[config.mk]
export PLATFORM = sky130hd
export DESIGN_NAME = pipeline_ctrl
export DESIGN_NICKNAME = d
export VERILOG_FILES = /design/src/rtl/pipeline_ctrl.sv
export SDC_FILE = /design/constraint.sdc
export NUM_CORES = 1
export LEC_CHECK = 0
export ABC_AREA = 1
export CORE_UTILIZATION = 48
export DETAILED_ROUTE_END_ITERATION = 8
export PLACE_DENSITY = 0.8
export SLEW_MARGIN = 20
export SYNTH_ARGS = -nofsm -noshare
export SYNTH_HDL_FRONTEND = slang
export SYNTH_SLANG_ARGS = --single-unit
[constraint.sdc]
create_clock -name clk -period 2.77 [get_ports clk]
set_input_delay 0.554 -clock clk [delete_from_list [all_inputs] [get_ports clk]]
set_output_delay 0.554 -clock clk [all_outputs]
set_load 0.1 [all_outputs]
[src/rtl/pipeline_ctrl.sv]
// rtl/pipeline_ctrl.sv - five-stage pipeline sequencing controller
module pipeline_ctrl #(
   parameter int MEM_LAT = 0
) (
   input  logic        clk,
   input  logic        rst,
   input  logic [4:0]  id_rs,
   input  logic [4:0]  id_rt,
   input  logic        id_use_rs,
   input  logic        id_use_rt,
   input  logic        ex_is_load,
   input  logic        ex_w_en,
   input  logic [4:0]  ex_req_w,
   input  logic        ex_mispredict,
   input  logic        dm_mem_op,
   input  logic        wb_halt,
   input  logic        step_mode,
   input  logic        step,
   input  logic        resume,
   output logic        pc_en,
   output logic        if_id_en,
   output logic        if_id_stall,
   output logic        if_id_clr_n,
   output logic        id_ex_en,
   output logic        id_ex_clr_n,
   output logic        ex_dm_en,
   output logic        ex_dm_clr_n,
   output logic        dm_wb_en,
   output logic        dm_wb_clr_n,
   output logic        halted,
   output logic [1:0]  state,
   output logic [31:0] stall_cnt,
   output logic [31:0] flush_cnt
);

   typedef enum logic [1:0] {
      ST_RUN      = 2'd0,
      ST_MEM_WAIT = 2'd1,
      ST_HALTED   = 2'd2
   } state_e;

   typedef enum logic [1:0] {
      PAT_NORMAL,
      PAT_FREEZE,
      PAT_BUBBLE,
      PAT_FLUSH
   } pat_e;

   // The entry cycle is itself a freeze, so the countdown starts one short.
   localparam bit         MEM_WAIT_EN = (MEM_LAT > 0);
   localparam logic [3:0] WAIT_INIT   = (MEM_LAT > 0) ? 4'(MEM_LAT - 1) : 4'd0;

   state_e      state_q, state_d;
   logic [3:0]  wait_q, wait_d;
   logic [31:0] stall_q, stall_d;
   logic [31:0] flush_q, flush_d;
   pat_e        pat;
   logic        wb_clr;
   logic        resolve;
   logic        advance;
   logic        lu_hazard;

   assign advance   = ~step_mode | step;
   assign lu_hazard = ex_is_load & ex_w_en & (ex_req_w != 5'd0) &
                      ((id_use_rs & (id_rs == ex_req_w)) | (id_use_rt & (id_rt == ex_req_w)));

   // Next-state logic: pick the strobe pattern and update wait/perf counters.
   always_comb begin
      state_d = state_q;
      wait_d  = wait_q;
      stall_d = stall_q;
      flush_d = flush_q;
      pat     = PAT_FREEZE;
      wb_clr  = 1'b0;
      resolve = 1'b0;
      case (state_q)
         ST_RUN: begin
            if (!advance) begin
               pat = PAT_FREEZE;
            end else if (wb_halt) begin
               stall_d = stall_q + 32'd1;
               state_d = ST_HALTED;
            end else if (MEM_WAIT_EN && dm_mem_op) begin
               stall_d = stall_q + 32'd1;
               wait_d  = WAIT_INIT;
               state_d = ST_MEM_WAIT;
            end else begin
               resolve = 1'b1;
            end
         end
         ST_MEM_WAIT: begin
            // The memory latency elapses in real time, even while single-stepping.
            if (wait_q != 4'd0) begin
               wait_d = wait_q - 4'd1;
               if (advance) begin
                  stall_d = stall_q + 32'd1;
               end
            end else if (advance) begin
               resolve = 1'b1;
               state_d = ST_RUN;
            end
         end
         ST_HALTED: begin
            // Clearing DM/WB drops the halting syscall so it cannot re-trigger.
            if (resume) begin
               wb_clr  = 1'b1;
               state_d = ST_RUN;
            end
         end
         default: begin
            state_d = ST_RUN;
         end
      endcase
      // Mispredict outranks load-use: the ID instruction is on the wrong path.
      if (resolve) begin
         if (ex_mispredict) begin
            pat     = PAT_FLUSH;
            flush_d = flush_q + 32'd1;
         end else if (lu_hazard) begin
            pat     = PAT_BUBBLE;
            stall_d = stall_q + 32'd1;
         end else begin
            pat = PAT_NORMAL;
         end
      end
   end

   // Strobe decode; reset forces the frozen, non-clearing pattern.
   always_comb begin
      pc_en       = 1'b0;
      if_id_en    = 1'b0;
      if_id_stall = 1'b0;
      if_id_clr_n = 1'b1;
      id_ex_en    = 1'b0;
      id_ex_clr_n = 1'b1;
      ex_dm_en    = 1'b0;
      ex_dm_clr_n = 1'b1;
      dm_wb_en    = 1'b0;
      dm_wb_clr_n = 1'b1;
      if (!rst) begin
         if (pat != PAT_FREEZE) begin
            pc_en    = 1'b1;
            if_id_en = 1'b1;
            id_ex_en = 1'b1;
            ex_dm_en = 1'b1;
            dm_wb_en = 1'b1;
         end
         if (pat == PAT_BUBBLE) begin
            pc_en       = 1'b0;
            if_id_stall = 1'b1;
            id_ex_clr_n = 1'b0;
         end
         if (pat == PAT_FLUSH) begin
            if_id_clr_n = 1'b0;
            id_ex_clr_n = 1'b0;
         end
         dm_wb_clr_n = ~wb_clr;
      end
   end

   // State, wait countdown and performance counter registers.
   always_ff @(posedge clk or posedge rst) begin
      if (rst) begin
         state_q <= ST_RUN;
         wait_q  <= 4'd0;
         stall_q <= 32'd0;
         flush_q <= 32'd0;
      end else begin
         state_q <= state_d;
         wait_q  <= wait_d;
         stall_q <= stall_d;
         flush_q <= flush_d;
      end
   end

   assign halted    = (state_q == ST_HALTED) & ~rst;
   assign state     = state_q;
   assign stall_cnt = stall_q;
   assign flush_cnt = flush_q;

endmodule

## Yosys cells after proc, flatten, opt, wreduce, memory -nomap -nowiden

Index checks and enable logic that the tools add are counted.

| word-level totals | value |
|---|---|
| output and inout port bits | 77 |
| input bits | 27 |
| bits in registers | 70 |

| operators by class | value |
|---|---|
| eq/ne operators | 12 |
| muxes and demuxes | 36 |
| bitwise logic cells | 11 |
| reductions and logical operators | 6 |
| $add $sub $neg | 3 |

Operators by type and width:

| kind | number |
|---|---|
| two-way mux 32 bit | 7 |
| adder 32 x 1 -> 32 bit, second input constant | 2 |
| case mux 32 bit (2 select lines) | 1 |
| two-way mux 1 bit | 18 |
| two-way mux 2 bit | 8 |
| equality test 5 bit | 2 |
| inequality test 2 bit, second input constant | 5 |
| AND 1 bit | 6 |
| equality test 2 bit, second input constant | 3 |
| case mux 2 bit (3 select lines) | 1 |
| AND reduction 5 bit | 1 |
| nonzero test 5 bit | 1 |
| AND reduction 2 bit | 2 |
| nonzero test 4 bit | 1 |
| subtractor 4 x 1 -> 4 bit, second input constant | 1 |
| NOT 1 bit | 3 |
| equality test 2 x 1 -> 1 bit, second input constant | 1 |
| zero test 2 bit | 1 |
| inequality test 2 x 1 -> 1 bit, second input constant | 1 |
| OR 1 bit | 2 |
| case mux 1 bit (2 select lines) | 1 |

## Longest topological paths before layout

Gate-level depths: netlist of run 1.

| logic depth | value |
|---|---|
| depth after elaboration | 11 |
| mapped depth | 13 |
| gate-level depth less buffers | 13 |

## Least setup slack after synthesis of run 1

OpenSTA, ideal clock, no wires.

| timing | value |
|---|---|
| path type | register to output |
| start | register state_q[1] (netlist: state[1]) |
| end | output id_ex_clr_n |
| cell stages (with the launch flop) | 9 |
| buffers on the path | 1 |
| arrival time | 3.922 ns |
| slack | -1.706 ns |
| cells stage by stage | dfrtp_1 -> inv_2 -> nand3_2 -> nor2_4 -> buf_4 -> inv_1 -> o21ai_0 -> ha_1 -> o21ai_0 |

| on the way | value |
|---|---|
| longest elaborated chain between the ends | 7 |

Ends and longest elaborated chain:

| item | RTL line | text |
|---|---|---|
| from (decl) | 53 | `state_e state_q, state_d;` |
| from (signal assigned) | 169 | `state_q <= state_d;` |
| equality test 2 x 1 -> 1 bit / zero test 2 bit (equally long branches) | 76 | `case (state_q)` |
| case mux 1 bit (2 select lines) * | 76 |  |
| two-way mux 2 bit * | 115 | `if (resolve) begin` |
| equality test 2 bit | 148 | `if (pat == PAT_BUBBLE) begin` |
| two-way mux 1 bit | 148 |  |
| two-way mux 1 bit * | 153 | `if (pat == PAT_FLUSH) begin` |
| two-way mux 1 bit * | 140 | `if (!rst) begin` |
| to (decl) | 25 | `output logic id_ex_clr_n,` |

Every way passes the cells marked *; elsewhere a longest branch is shown, timed or not.

## Final worst setup path of run 1

| timing | value |
|---|---|
| start | input id_rt[2] |
| end | output ex_dm_en |

| on the way | value |
|---|---|
| longest elaborated chain between the ends | 10 |

Ends and longest elaborated chain:

| item | RTL line | text |
|---|---|---|
| from (decl) | 8 | `input logic [4:0] id_rt,` |
| equality test 5 bit | 65 | `((id_use_rs & (id_rs == ex_req_w)) \| (id_use_rt & (id_rt == ex_req_w)));` |
| AND 1 bit | 65 |  |
| OR 1 bit | 65 |  |
| AND 1 bit | 64 | `assign lu_hazard = ex_is_load & ex_w_en & (ex_req_w != 5'd0) &` |
| two-way mux 2 bit | 119 | `end else if (lu_hazard) begin` |
| two-way mux 2 bit | 116 | `if (ex_mispredict) begin` |
| two-way mux 2 bit | 115 |  |
| inequality test 2 x 1 -> 1 bit | 141 | `if (pat != PAT_FREEZE) begin` |
| two-way mux 1 bit | 141 |  |
| two-way mux 1 bit | 140 |  |
| to (decl) | 26 | `output logic ex_dm_en,` |

Every way passes these cells.

==> run metrics, run 1 <==
outcome finished clean; total power divided by cell area 610 nW/um^2; CP startpoint id_rt[2]; DP Cell Count 669; fin crit share 0.962; Die Ht 90.0 um; Syn. warnings 0; flops & latches, synth 65; antenna violations before repair 1; worst clock skew 0.0101 ns; # DRC 0; core area 7370 um^2; H-tree depth 3; max_cap viols 0; switching portion of total power 0.424; Die Area 8090 um^2; Die X 90.0 um; Synth Instances 472; Hold Violations, Final 0; clk buf depth 2; commonest cells after routing, fill and taps aside nand2_1, buf_4, dfrtp_1; worst skew pair latency 0.35 ns; leakage power 2.68 nW; grt ovf 0; Design Power 0.00309 W; Sequential Power Share 0.361; P_sw 0.00131 W; Detailed Routing Iterations Pass 1 4; reg2reg end flush_cnt[27]; total CTS buffers 9; HPWL after DPL 6650 um; Synth cell types 29; Synth Flop Type dfrtp_1; Hold-fix buffers, CTS 0; clk root buf clkbuf_8; element type at the critical path end output pin; dpl cell area 4800 um^2; Worst IR Drop VDD 835 uV; Initial DRC Count 127; area grow syn2layout 36.7%; vias in the first global route 3400; Final Non-Filler Cells 694; WP data required 2.22 ns; Avg Cell Area, Syn 7.87 um^2; hold_ws 0.482 ns; I/O Buffers 100; Clock power frac 0.296; power share of the combinational group 0.344; critical path arrival 2.11 ns; Fmax 375 MHz; largest net degree at the start of global routing 34; routed vias 3473; TritonCTS clock tree built; Hold Path Class reg -> reg; Total Routing Usage GR 0.235; initial core utilization 0.504; worst r2r src state[1]; WS Path Type in -> out; Slew Viols, Final 0; Post-Route WL 9050 um; Worst R2R Setup Slack 0.77 ns; CP Capture Point ex_dm_en; layout cell share with drive strength beyond 1 0.246; clk sink count 65; Clock transition at path regs 0.08 ns; synthesized cell area 3710 um^2; internal power 0.00178 W; IO Count 104; wire per inst 13.0 um; async set-reset flop share out of synthesis 1.00; Tmin final 2.67 ns; vias per cell 5.00; startpoint types input pin; EDFF count, synth 0; post-synthesis sequential area ratio 0.438; routability cong. 0.919; unrepaired setup endpoints after global routing false; commonest non-fill, non-tap cell in the layout nand2_1; Mapped Nets 503; final setup fails 0; row count 31; DRT antenna net count 0; Worst Reg-to-Reg Cells 11; Nets 620; post-route design area 5070 um^2; Max FO, Critical Path 4; first-pass GRT wire length 15300 um
cells by family after synthesis:
logic type	count (synthesis)	share of synthesized area
other	2	0.00202
buffers and inverters	80	0.0930
adders and majority gates	4	0.0135
AOI/OAI and AO/OA	10	0.0138
and+or+nand+nor	256	0.310
xor gates and xnor gates	55	0.130
DFF	65	0.438
flip-flops by register name, indices dropped and copies added, names as in the netlist:
signal / count
stall_cnt: 32
state: 1
flush_cnt: 32
worst min path at each step:
stage          depth (start not counted)          start             to
2_1_floorplan                          1         resume       state[1]
3_3_place_gp                           1  flush_cnt[31]  flush_cnt[31]
3_5_place_dp                           1  stall_cnt[31]  stall_cnt[31]
4_1_cts                                1  stall_cnt[31]  stall_cnt[31]
5_1_grt                                1  stall_cnt[31]  stall_cnt[31]
6_report                               1  stall_cnt[31]  stall_cnt[31]
what timing repair did:
item,CTS,global route
buffers inserted,8,0
endpoints found under the hold margin,0,0
pin swaps,14,11
setup endpoints to repair,6,20
gates resized for setup,18,23
power by group through the flow:
stage	sequential, W	combinational [W]	clock (W)
3_5_place_dp	0.00113	0.00106	0
6_report	0.00112	0.00106	0.000914
2_1_floorplan	0.00165	0.000292	0
3_3_place_gp	0.00113	0.00105	0
5_1_grt	0.00113	0.00112	0.000973
4_1_cts	0.00111	0.00106	0.000932
area by class of cell:
class	instances	area, um^2
timing repair buffer	115	1020
clock buffer	9	124
clock inverter	7	103
antenna	1	2.50
tap	99	124
fill	625	2290
sequential	65	1630
multi-input combinational	327	1800
inverter	71	275
through the flow:
stage	setup slack (ns)	utilization	TNS, ns
6_report	0.104	0.689	0
5_1_grt	0.00905	0.689	0
4_1_cts	0.00476	0.688	0
3_5_place_dp	-0.250	0.652	-1.16
3_3_place_gp	-0.173	0.652	-0.709
2_1_floorplan	-0.0998	-	-0.409
cells in the mapped netlist, types with 2 or more instances:
library cell	count	area [um^2]
dfrtp_1	65	1630
o21ai_0	4	20.0
nand2_1	126	473
nor2_4	3	33.8
conb_1	2	7.51
inv_1	70	263
buf_6	3	33.8
nor2_2	2	12.5
nor4_1	4	25.0
nand3_1	27	135
nand2_2	3	18.8
nand4_1	14	87.6
and3_1	2	12.5
a21oi_1	5	25.0
xnor2_1	25	219
xor2_1	30	263
nand3_2	2	20.0
nor3_1	12	60.1
buf_4	6	45.0
ha_1	4	50.1
nor2_1	55	206
critical path: stages:
cell and delay, ns:
dlygate4sd2_1 0.24, nand2_1 0.06, nand2_1 0.05, nor2_1 0.11, nand3_1 0.09, nand2_1 0.09
nand2_1 0.07, o21ai_2 0.13, inv_1 0.06, ha_2 0.18, nor2_4 0.25, buf_12 0.22
per-layer routing:
| layer | track usage | vias up | routed length, um |
|---|---|---|---|
| met4 | 0.129 | 0 | 314 |
| met1 | 0.267 | 1644 | 3730 |
| li1 | - | 1696 | - |
| met3 | 0.0533 | 28 | 471 |
| met2 | 0.408 | 105 | 4540 |
| met5 | 0 | - | 0 |
Note: power is estimated with default switching activity, not from simulation.
==> inputs of run 2 (changes only) <==
GPL_ROUTABILITY_DRIVEN = 0   (was not set)
==> results of run 2 <==
Final layout, timing and power as in run 1 (identical DEF).
